--- config.mk ---
export PLATFORM = sky130hd
export DESIGN_NAME = gray_updown_counter
export DESIGN_NICKNAME = d
export VERILOG_FILES = /design/src/rtl/gray_updown_counter.sv
export SDC_FILE = /design/constraint.sdc
export NUM_CORES = 1
export LEC_CHECK = 0
export ABC_AREA = 1
export BUFFER_PORTS_ARGS = -buffer_cell sky130_fd_sc_hd__buf_2
export CAP_MARGIN = 20
export CORE_ASPECT_RATIO = 0.75
export CORE_MARGIN = 1.5
export CORE_UTILIZATION = 53
export CTS_CLUSTER_DIAMETER = 150
export DETAILED_ROUTE_END_ITERATION = 12
export GPL_TIMING_DRIVEN = 0
export PLACE_DENSITY = 0.73
export SLEW_MARGIN = 0
export SYNTH_ARGS = -nofsm -noshare
export SYNTH_HDL_FRONTEND = slang
export SYNTH_SLANG_ARGS = --single-unit
--- constraint.sdc ---
create_clock -name clk -period 5.2 [get_ports clk]
set_clock_uncertainty 0.1 [all_clocks]
set_input_delay 0.26 -clock clk [delete_from_list [all_inputs] [get_ports clk]]
set_output_delay 0.26 -clock clk [all_outputs]
set_load 0.1 [all_outputs]
--- src/rtl/gray_updown_counter.sv ---
// -----------------------------------------------------------------------------
// gray_updown_counter
//
// Prescaled up/down counter that publishes its value both in binary and in
// Gray code. A free-running prescaler produces a one-cycle `tick` every DIV
// clocks. On a tick with `en` high, the counter steps up or down. It either
// wraps or saturates at its limits, depending on WRAP. A synchronous `load`
// takes a Gray-coded value at any time, independent of tick and en.
//
// Parameters
//   WIDTH  counter width in bits (2..16)
//   DIV    clk cycles per step tick (>= 1; DIV = 1 ticks every cycle)
//   WRAP   1 = wrap-around, 0 = saturate at all-ones / zero
//
// Ports
//   clk        in   rising-edge clock for all state
//   rst        in   synchronous, active-high reset
//   en         in   step enable, only looked at on tick cycles
//   up         in   step direction: 1 = increment, 0 = decrement
//   load       in   synchronous load of load_gray (beats a step)
//   load_gray  in   [WIDTH] Gray-coded load value
//   tick       out  combinational, high while the prescaler sits at DIV-1
//   bin        out  [WIDTH] registered binary count
//   gray       out  [WIDTH] registered Gray code of bin (same cycle as bin)
//   tc         out  registered one-cycle terminal-count pulse
// -----------------------------------------------------------------------------
module gray_updown_counter #(
  parameter int WIDTH = 4,
  parameter int DIV   = 100_000_000,
  parameter int WRAP  = 1
) (
  input  logic             clk,
  input  logic             rst,
  input  logic             en,
  input  logic             up,
  input  logic             load,
  input  logic [WIDTH-1:0] load_gray,
  output logic             tick,
  output logic [WIDTH-1:0] bin,
  output logic [WIDTH-1:0] gray,
  output logic             tc
);

  // Smallest width that holds DIV-1. Keep at least one bit so that DIV = 1
  // still gives a legal vector. In that case the register simply stays at 0.
  localparam int              PRESC_W    = (DIV > 1) ? $clog2(DIV) : 1;
  localparam logic [PRESC_W-1:0] PRESC_LAST = PRESC_W'(DIV - 1);
  localparam bit              SATURATE   = (WRAP == 0);

  logic [PRESC_W-1:0] presc;

  logic [WIDTH-1:0] load_bin;
  logic [WIDTH-1:0] bin_next;
  logic [WIDTH-1:0] gray_next;
  logic             tc_next;
  logic             step;
  logic             at_boundary;
  logic             blocked;

  // ---------------------------------------------------------------------------
  // Prescaler: free-running 0..DIV-1. Only rst touches it. A load neither
  // restarts nor pauses it, so the step cadence never drifts.
  // ---------------------------------------------------------------------------
  // NOTE: state registers use non-blocking assignments, so every flop samples
  // pre-edge values regardless of the order in which the blocks are evaluated.
  always_ff @(posedge clk) begin
    if (rst) begin
      presc <= '0;
    end else if (presc == PRESC_LAST) begin
      presc <= '0;
    end else begin
      presc <= presc + PRESC_W'(1);
    end
  end

  assign tick = (presc == PRESC_LAST);

  // ---------------------------------------------------------------------------
  // Gray -> binary. Bit i of the binary value is the XOR of all Gray bits at
  // or above i. This is the closed form of b[i] = b[i+1] ^ g[i]. It avoids a
  // combinational chain that reads back its own output.
  // ---------------------------------------------------------------------------
  always_comb begin
    for (int i = 0; i < WIDTH; i++) begin
      load_bin[i] = ^(load_gray >> i);
    end
  end

  // ---------------------------------------------------------------------------
  // Next-state logic. Priority is load > step > hold. rst is applied in the
  // register block.
  //   at_boundary : pre-step value is the limit for the current direction
  //   blocked     : saturating mode refuses to move past that limit
  // tc flags any step that starts at the boundary. This includes a blocked
  // step, so tc also fires while the counter sits at its limit in
  // saturating mode.
  // ---------------------------------------------------------------------------
  assign step        = tick & en;
  assign at_boundary = up ? (&bin) : (bin == '0);
  assign blocked     = SATURATE & at_boundary;

  // NOTE: every output of this block gets a default first, so no path can
  // leave one unassigned and turn it into a latch.
  always_comb begin
    bin_next = bin;
    tc_next  = 1'b0;
    if (load) begin
      bin_next = load_bin;
    end else if (step) begin
      tc_next = at_boundary;
      if (!blocked) begin
        bin_next = up ? (bin + WIDTH'(1)) : (bin - WIDTH'(1));
      end
    end
  end

  // gray is registered from the next binary value. It therefore never lags
  // bin. A load passes load_gray through unchanged.
  assign gray_next = load ? load_gray : (bin_next ^ (bin_next >> 1));

  // ---------------------------------------------------------------------------
  // Output registers.
  // ---------------------------------------------------------------------------
  // NOTE: reset is synchronous and explicit for every flop. Declaration
  // initial values are never relied on to define state.
  always_ff @(posedge clk) begin
    if (rst) begin
      bin  <= '0;
      gray <= '0;
      tc   <= 1'b0;
    end else begin
      bin  <= bin_next;
      gray <= gray_next;
      tc   <= tc_next;
    end
  end

endmodule

==> results of run 1 <==
## cells in the final DEF, fill, tap and decap left out, types with 2 or more instances in the layout
cell type,count
sky130_fd_sc_hd__a21oi_1,13
sky130_fd_sc_hd__nand2_2,7
sky130_fd_sc_hd__nand3_1,13
sky130_fd_sc_hd__buf_2,19
sky130_fd_sc_hd__inv_1,39
sky130_fd_sc_hd__nand2_1,57
sky130_fd_sc_hd__and2_1,2
sky130_fd_sc_hd__and3_1,2
sky130_fd_sc_hd__o211ai_1,3
sky130_fd_sc_hd__xnor2_1,5
sky130_fd_sc_hd__nor3_2,4
sky130_fd_sc_hd__or2_2,2
sky130_fd_sc_hd__nand3_2,3
sky130_fd_sc_hd__nor2_4,7
sky130_fd_sc_hd__nor2_2,10
sky130_fd_sc_hd__ha_1,3
sky130_fd_sc_hd__buf_4,2
sky130_fd_sc_hd__nor3_1,13
sky130_fd_sc_hd__o21ai_1,2
sky130_fd_sc_hd__xor2_1,4
sky130_fd_sc_hd__o21ai_0,5
sky130_fd_sc_hd__clkbuf_8,6
sky130_fd_sc_hd__nor2_1,39
sky130_fd_sc_hd__nand4_1,7
sky130_fd_sc_hd__dfxtp_1,35
sky130_fd_sc_hd__inv_2,3
## layer usage
| layer | share of wire, % | vias up | track usage (%) |
|---|---|---|---|
| met1 | 53 | 779 | 29.5 |
| met2 | 42 | 30 | 30.4 |
| met4 | 0.98 | 0 | 5.36 |
| met5 | 0 | - | 0 |
| met3 | 3.7 | 6 | 4.77 |
| li1 | - | 1002 | - |
## final cells by class
cell class	instances	area (um2)	share of cell area, %
Sequential cell	35	701	29.9
Clock inverter	1	5.00	0.213
Multi-Input combinational cell	216	1210	51.7
Clock buffer	6	82.6	3.52
Timing Repair Buffer	18	90.1	3.84
Buffer	4	31.3	1.33
Tap cell	52	65.1	2.77
Inverter	42	158	6.72
## worst min-delay path by stage
stage	start	end	slack, ps	cells after the start
CTS	load	tc$_SDFF_PP0_	120	2
detailed placement	presc[0]$_SDFF_PP0_	presc[0]$_SDFF_PP0_	360	1
finish	load	tc$_SDFF_PP0_	130	2
floorplan	rst	bin[0]$_SDFF_PP0_	230	1
global route	load	tc$_SDFF_PP0_	120	2
global placement	presc[0]$_SDFF_PP0_	presc[0]$_SDFF_PP0_	340	1
## metrics by stage
step	total power (W)	util, %	setup slack [ps]
6_report	0.000571	62.9	2990
5_1_grt	0.000595	62.9	2850
4_1_cts	0.000576	62.9	2970
3_5_place_dp	0.000379	60.5	3280
3_3_place_gp	0.000379	60.5	3300
2_1_floorplan	0.000360	-	2790
## Yosys cell counts (3+ instances only)
cell	n	area (um2)
sky130_fd_sc_hd__nand4_1	7	43.8
sky130_fd_sc_hd__nand2_1	57	214
sky130_fd_sc_hd__o21ai_0	5	25.0
sky130_fd_sc_hd__inv_2	3	11.3
sky130_fd_sc_hd__nor2_2	10	62.6
sky130_fd_sc_hd__nand3_2	3	30.0
sky130_fd_sc_hd__nor2_1	39	146
sky130_fd_sc_hd__a21oi_1	13	65.1
sky130_fd_sc_hd__xor2_1	4	35.0
sky130_fd_sc_hd__inv_1	39	146
sky130_fd_sc_hd__xnor2_1	5	43.8
sky130_fd_sc_hd__nor3_2	4	40.0
sky130_fd_sc_hd__nor2_4	7	78.8
sky130_fd_sc_hd__o211ai_1	3	22.5
sky130_fd_sc_hd__nand3_1	13	65.1
sky130_fd_sc_hd__nand2_2	7	43.8
sky130_fd_sc_hd__ha_1	3	37.5
sky130_fd_sc_hd__nor3_1	13	65.1
sky130_fd_sc_hd__dfxtp_1	35	701
## power groups by stage
stage	sequential (W)	combinational (W)	clock (W)
after CTS	0.000280	0.0000938	0.000202
after global routing	0.000280	0.000102	0.000213
after global placement	0.000286	0.0000930	0
after detailed placement	0.000286	0.0000932	0
final	0.000280	0.0000935	0.000198
after floorplan	0.000317	0.0000430	0
## flip-flops by register name, summed over array words and instances (netlist names)
signal and count:
presc 27, bin 4, gray 3, tc 1
## critical path, delay by kind of cell (launching register included)
family	cells	cell delay, ps
adders and majority gates	1	210
buffers and inverters	3	560
DFF	1	370
and+or+nand+nor	4	430
## kinds of logic after synthesis
family,after synthesis,share of synthesized area [%]
xor+xnor,9,3.75
buf+inv,46,8.98
flops,35,33.3
fa+ha+maj,4,2.74
simple gates,174,42.9
compound gates,29,8.33
==> metrics.log, run 1 <==
INFO  metric clk_latency = 280 ps
INFO  metric internal_power = 0.000403 W
INFO  metric startpoint = presc[0]$_SDFF_PP0_
INFO  metric r2r_end = presc[24]$_SDFF_PP0_
INFO  metric design.portCount = 19
INFO  metric min-delay-path-class = input port to register
INFO  metric worst-r2r-cell-count = 10
INFO  metric synth-edff-count = 0
INFO  metric floorplan.rows = 19
INFO  metric synth_sequential_area_ratio = 33.3%
INFO  metric slew_viol_final = 0
INFO  metric clock_sink_count = 35
INFO  metric design.core.area = 3730 um2
INFO  metric worstPathRequired = 4840 ps
INFO  metric nets = 335
INFO  metric hold_violations = 0
INFO  metric worst_path_largest_cell_delay = 410 ps
INFO  metric drc_errors = 0
INFO  metric synthesis.nets = 310
INFO  metric fin_setup_tns = 0 ps
INFO  metric grt_usage = 20.4%
INFO  metric total_gr_overflow = 0
INFO  metric number_of_antenna_violations_at_the_first_check_in_global_routing = 0
INFO  metric clk_pin_slew_worst_paths = 70 ps
INFO  metric yosysWarningCount = 0
INFO  metric numPlacedInstances = 367
INFO  metric power_density = 243 nW/um2
INFO  metric postSynthAreaPerCell = 7.08 um2
INFO  metric numPortBuffers = 18
INFO  metric netlist-cell-type-count = 41
INFO  metric drt_iter0_markers = 69
INFO  metric fp.dieArea = 4360 um2
INFO  metric count_of_final_setup_violators = 0
INFO  metric seqPwrFrac = 49.0%
INFO  metric wl = 4.06 mm
INFO  metric status = finished, final reports clean
INFO  metric net-switching-power = 0.000168 W
INFO  metric synth.ff_latch_count = 35
INFO  metric grt_first_pass_wirelength = 6.80 mm
INFO  metric hold_ws = 132 ps
INFO  metric post-route-cell-area = 2350 um2
INFO  metric worstReg2RegStart = presc[0]$_SDFF_PP0_
INFO  metric critical_path_peak_fanout = 5
INFO  metric grt_start_max_net_pins = 11
INFO  metric max-slew-margin-rel = 67.7%
INFO  metric n_antenna_cell = 0
INFO  metric cp_data_arrival_time = 1850 ps
INFO  metric cts_tree = built
INFO  metric switching_share = 29.4%
INFO  metric die-width = 75.7 um
INFO  metric die_h = 57.6 um
INFO  metric post_cts.repair.setup_buffers = 0
INFO  metric place_congestion = 0.940
INFO  metric antenna_left = 0
INFO  metric grt_setup_unrepaired = false
INFO  metric wl_per_cell = 10.9 um
INFO  metric synth_flop_cell = sky130_fd_sc_hd__dfxtp_1
INFO  metric fraction_of_final_layout_cells_with_drive_strength_greater_than_1 = 22.0%
INFO  metric worst_setup_path_end_kind = output pin
INFO  metric share_clk_of_total_power = 34.6%
INFO  metric critPathCapture = tick
INFO  metric worstPathCellList = ha_1 -> nand3_2 -> inv_2 -> nand2_4 -> nor2_4 -> nand2_1 -> inv_1 -> buf_2
INFO  metric worst-r2r-setup-slack = 3340 ps
INFO  metric crit_type = register to output pin
INFO  metric static-leakage-power = 0.950 nW
INFO  metric tritoncts.num_buffers = 5
INFO  metric syn_to_final_growth = 11.5%
INFO  metric fin_crit_sh = 42.5%
INFO  metric synthCells = 297
INFO  metric first_pass_detailed_route_iteration_total = 5
INFO  metric p_comb_share = 16.4%
INFO  metric slowest_stage = sky130_fd_sc_hd__buf_2
INFO  metric ys_async_sr_fraction = 0%
INFO  metric vias = 1817
INFO  metric non_filler_cells_in_the_finished_layout = 374
INFO  metric num-fill-cells = 360
INFO  metric place_hpwl = 3.20 mm
INFO  metric cp-start-kind = register
INFO  metric achievable-frequency = 453 MHz
INFO  metric number_of_global_route_vias_before_repair = 1573
INFO  metric htreeDepth = 2
INFO  metric placed_area = 2260 um2
INFO  metric timing.final.crit_period = 2210 ps
INFO  metric cts_hold_buffers = 0
INFO  metric vdd_drop_max = 0.172 mV
INFO  metric post_cts_repair_resize_count = 0
INFO  metric cts-root-to-sink-buffers = 2
INFO  metric tightest_slew = 488 ps
INFO  metric synthesis.area = 2100 um2
INFO  metric clk_root_buffer_cell = sky130_fd_sc_hd__clkbuf_8
INFO  metric maxCapViolations = 0
INFO  metric route.detailed.vias_per_inst = 4.86
INFO  metric initial_utilization = 56.4%
Power figures use the tool's default switching activity.
==> inputs of run 2 (changes only) <==
PLACE_DENSITY = 0.76   (was 0.73)
clock period = 1.9 ns   (was 5.2 ns; I/O delays follow)
==> run 2 against run 1 <==
Critical path depth increased by 1; highest routed layer unchanged; largest cell class unchanged; largest power group unchanged; flip-flop and latch count unchanged; global-route usage increased by 1.9 points.
==> metrics.log, run 2 (synthesized netlist as in run 1, its figures left out) <==
INFO  metric status = finished, final reports clean
INFO  metric worstPathRequired = 1990 ps (-2850 ps)
INFO  metric cts_tree = built
INFO  metric cp-start-kind = register
INFO  metric floorplan.rows = 19 (unchanged)
INFO  metric fraction_of_final_layout_cells_with_drive_strength_greater_than_1 = 26.1% (+4.0 points)
INFO  metric layout.cells.most_common = sky130_fd_sc_hd__nand2_1
INFO  metric maxCapViolations = 0 (unchanged)
INFO  metric largest_register = presc
INFO  metric clk_root_buffer_cell = sky130_fd_sc_hd__clkbuf_8
INFO  metric timing.final.crit_period = 1810 ps
INFO  metric tritoncts.num_buffers = 5 (unchanged)
INFO  metric hold_violations = 0 (unchanged)
INFO  metric syn_to_final_growth = 17.5%
INFO  metric worst-r2r-setup-slack = 90 ps (-3250 ps)
INFO  metric clk_pin_slew_worst_paths = 70 ps (about the same)
INFO  metric grt_start_max_net_pins = 12 (+1)
INFO  metric grt_usage = 22.3% (+1.9 points)
INFO  metric post_cts.repair.setup_buffers = 0 (unchanged)
INFO  metric vdd_drop_max = 0.478 mV (+180%)
INFO  metric first_pass_detailed_route_iteration_total = 4 (-1)
INFO  metric die-width = 75.7 um (unchanged)
INFO  metric die_h = 57.6 um (unchanged)
INFO  metric htreeDepth = 2 (unchanged)
INFO  metric design.portCount = 19 (unchanged)
INFO  metric achievable-frequency = 554 MHz
INFO  metric initial_utilization = 56.4% (unchanged)
INFO  metric nets = 338 (+0.90%)
INFO  metric layout_common_cells = 56 x sky130_fd_sc_hd__nand2_1, 39 x sky130_fd_sc_hd__inv_1, 37 x sky130_fd_sc_hd__nor2_1
INFO  metric number_of_global_route_vias_before_repair = 1662 (+5.7%)
INFO  metric min-delay-path-class = input port to register
INFO  metric flip_flop_count_of_the_largest_register_after_layout = 27 (unchanged)
INFO  metric wl_per_cell = 11.8 um (+8.5%)
INFO  metric max-slew-margin-rel = 67.9% (+0.18 points)
INFO  metric route.detailed.vias_per_inst = 5.06 (+4.1%)
INFO  metric cts-root-to-sink-buffers = 2 (unchanged)
INFO  metric total_gr_overflow = 0 (unchanged)
INFO  metric count_of_final_setup_violators = 0 (unchanged)
INFO  metric cp_data_arrival_time = 1900 ps (+50 ps)
INFO  metric place_congestion = 0.896 (-4.6%)
INFO  metric critical_path_peak_fanout = 5 (unchanged)
INFO  metric grt_setup_unrepaired = true
INFO  metric worst_setup_path_end_kind = register
INFO  metric slew_viol_final = 0 (unchanged)
INFO  metric static-leakage-power = 0.997 nW (+4.9%)
INFO  metric clk_latency = 290 ps (about the same)
INFO  metric drc_errors = 0 (unchanged)
INFO  metric vias = 1911 (+5.2%)
INFO  metric n_antenna_cell = 0 (unchanged)
INFO  metric tightest_slew = 478 ps (-9.67 ps)
INFO  metric fp.dieArea = 4360 um2 (unchanged)
INFO  metric numPortBuffers = 18 (unchanged)
INFO  metric numPlacedInstances = 367 (unchanged)
INFO  metric number_of_antenna_violations_at_the_first_check_in_global_routing = 0 (unchanged)
INFO  metric hold_ws = 30.8 ps (-101 ps)
INFO  metric crit_type = register to register
INFO  metric clock_sink_count = 35 (unchanged)
INFO  metric wl = 4.45 mm (+9.6%)
INFO  metric grt_first_pass_wirelength = 7.31 mm (+7.5%)
INFO  metric biggestRegsByFlops = presc x27, bin x4, gray x3
INFO  metric antenna_left = 0 (unchanged)
INFO  metric power_density = 654 nW/um2 (+170%)
INFO  metric design.core.area = 3730 um2 (unchanged)
INFO  metric place_hpwl = 3.24 mm (+1.4%)
INFO  metric drt_iter0_markers = 150 (+120%)
INFO  metric fin_crit_sh = 95.1%
INFO  metric non_filler_cells_in_the_finished_layout = 378 (+1.1%)
run 2: changes by cell type in the layout (fill, tap and decap cells not counted), sizes merged:
cell	delta
dlygate4sd3	+3
clkbuf	+1
run 2: layout make-up:
type                       count  area, um2
multi-input combinational    216       1270
fill                         348       1260
sequential                    35        718
inverter                      42        158
timing repair buffer          21        135
clock buffer                   7       86.3
tap                           52       65.1
buffer                         4       31.3
clock inverter                 1       5.00
run 2: critical path: stages (launching register included):
cell                      delay [ps]
sky130_fd_sc_hd__dfxtp_4         380
sky130_fd_sc_hd__ha_4            160
sky130_fd_sc_hd__nand3_4         100
sky130_fd_sc_hd__inv_2            90
sky130_fd_sc_hd__nand2_4          80
sky130_fd_sc_hd__nor3_4          150
sky130_fd_sc_hd__nand4_1         240
sky130_fd_sc_hd__nor3_2          220
sky130_fd_sc_hd__and2_1          150
sky130_fd_sc_hd__nor2_1           40
run 2: power by group:
group / internal, W / switching [W]
Combinational: 0.0000804 / 0.000196
Sequential: 0.000751 / 0.0000175
Clock: 0.000293 / 0.000280
Total: 0.00112 / 0.000494
run 2: layer usage:
layer | global-route usage [%] | share of wire, % | up-vias
met5 | 0 | 0 | -
met1 | 31.6 | 51 | 851
li1 | - | - | 1009
met2 | 32.3 | 43 | 44
met4 | 7.14 | 1.5 | 0
met3 | 6.89 | 4.8 | 7
run 2: path summary, 6_finish.rpt:
| check | startpoint | end | depth (start not counted) |
|---|---|---|---|
| worst max-delay path | presc[0]$_SDFF_PP0_ | presc[26]$_SDFF_PP0_ | 9 |
| worst min-delay path | load_gray[0] | gray[0]$_SDFF_PP0_ | 5 |
| worst max register to register | presc[0]$_SDFF_PP0_ | presc[26]$_SDFF_PP0_ | 9 |
| worst min register to register | presc[0]$_SDFF_PP0_ | presc[0]$_SDFF_PP0_ | 1 |
run 2: metrics by stage:
stage	worst slack [ps]	setup TNS, ps	total power [W]	util, %	cell area (um2)
after floorplan	46.5	0	0.000987	-	2120
after global placement	54.2	0	0.00104	60.8	2270
after detailed placement	65.8	0	0.00104	60.8	2270
after CTS	3.59	0	0.00161	64.5	2410
after global routing	-54.2	-54.2	0.00169	66.2	2470
final	93.9	0	0.00162	66.2	2470
run 2: timing repair:
item | in CTS | in global routing
pin swaps | 0 | 2
setup endpoints to repair | 1 | 32
gates resized for setup | 4 | 15
endpoints found under the hold margin | 3 | 0
hold buffers | 3 | 0
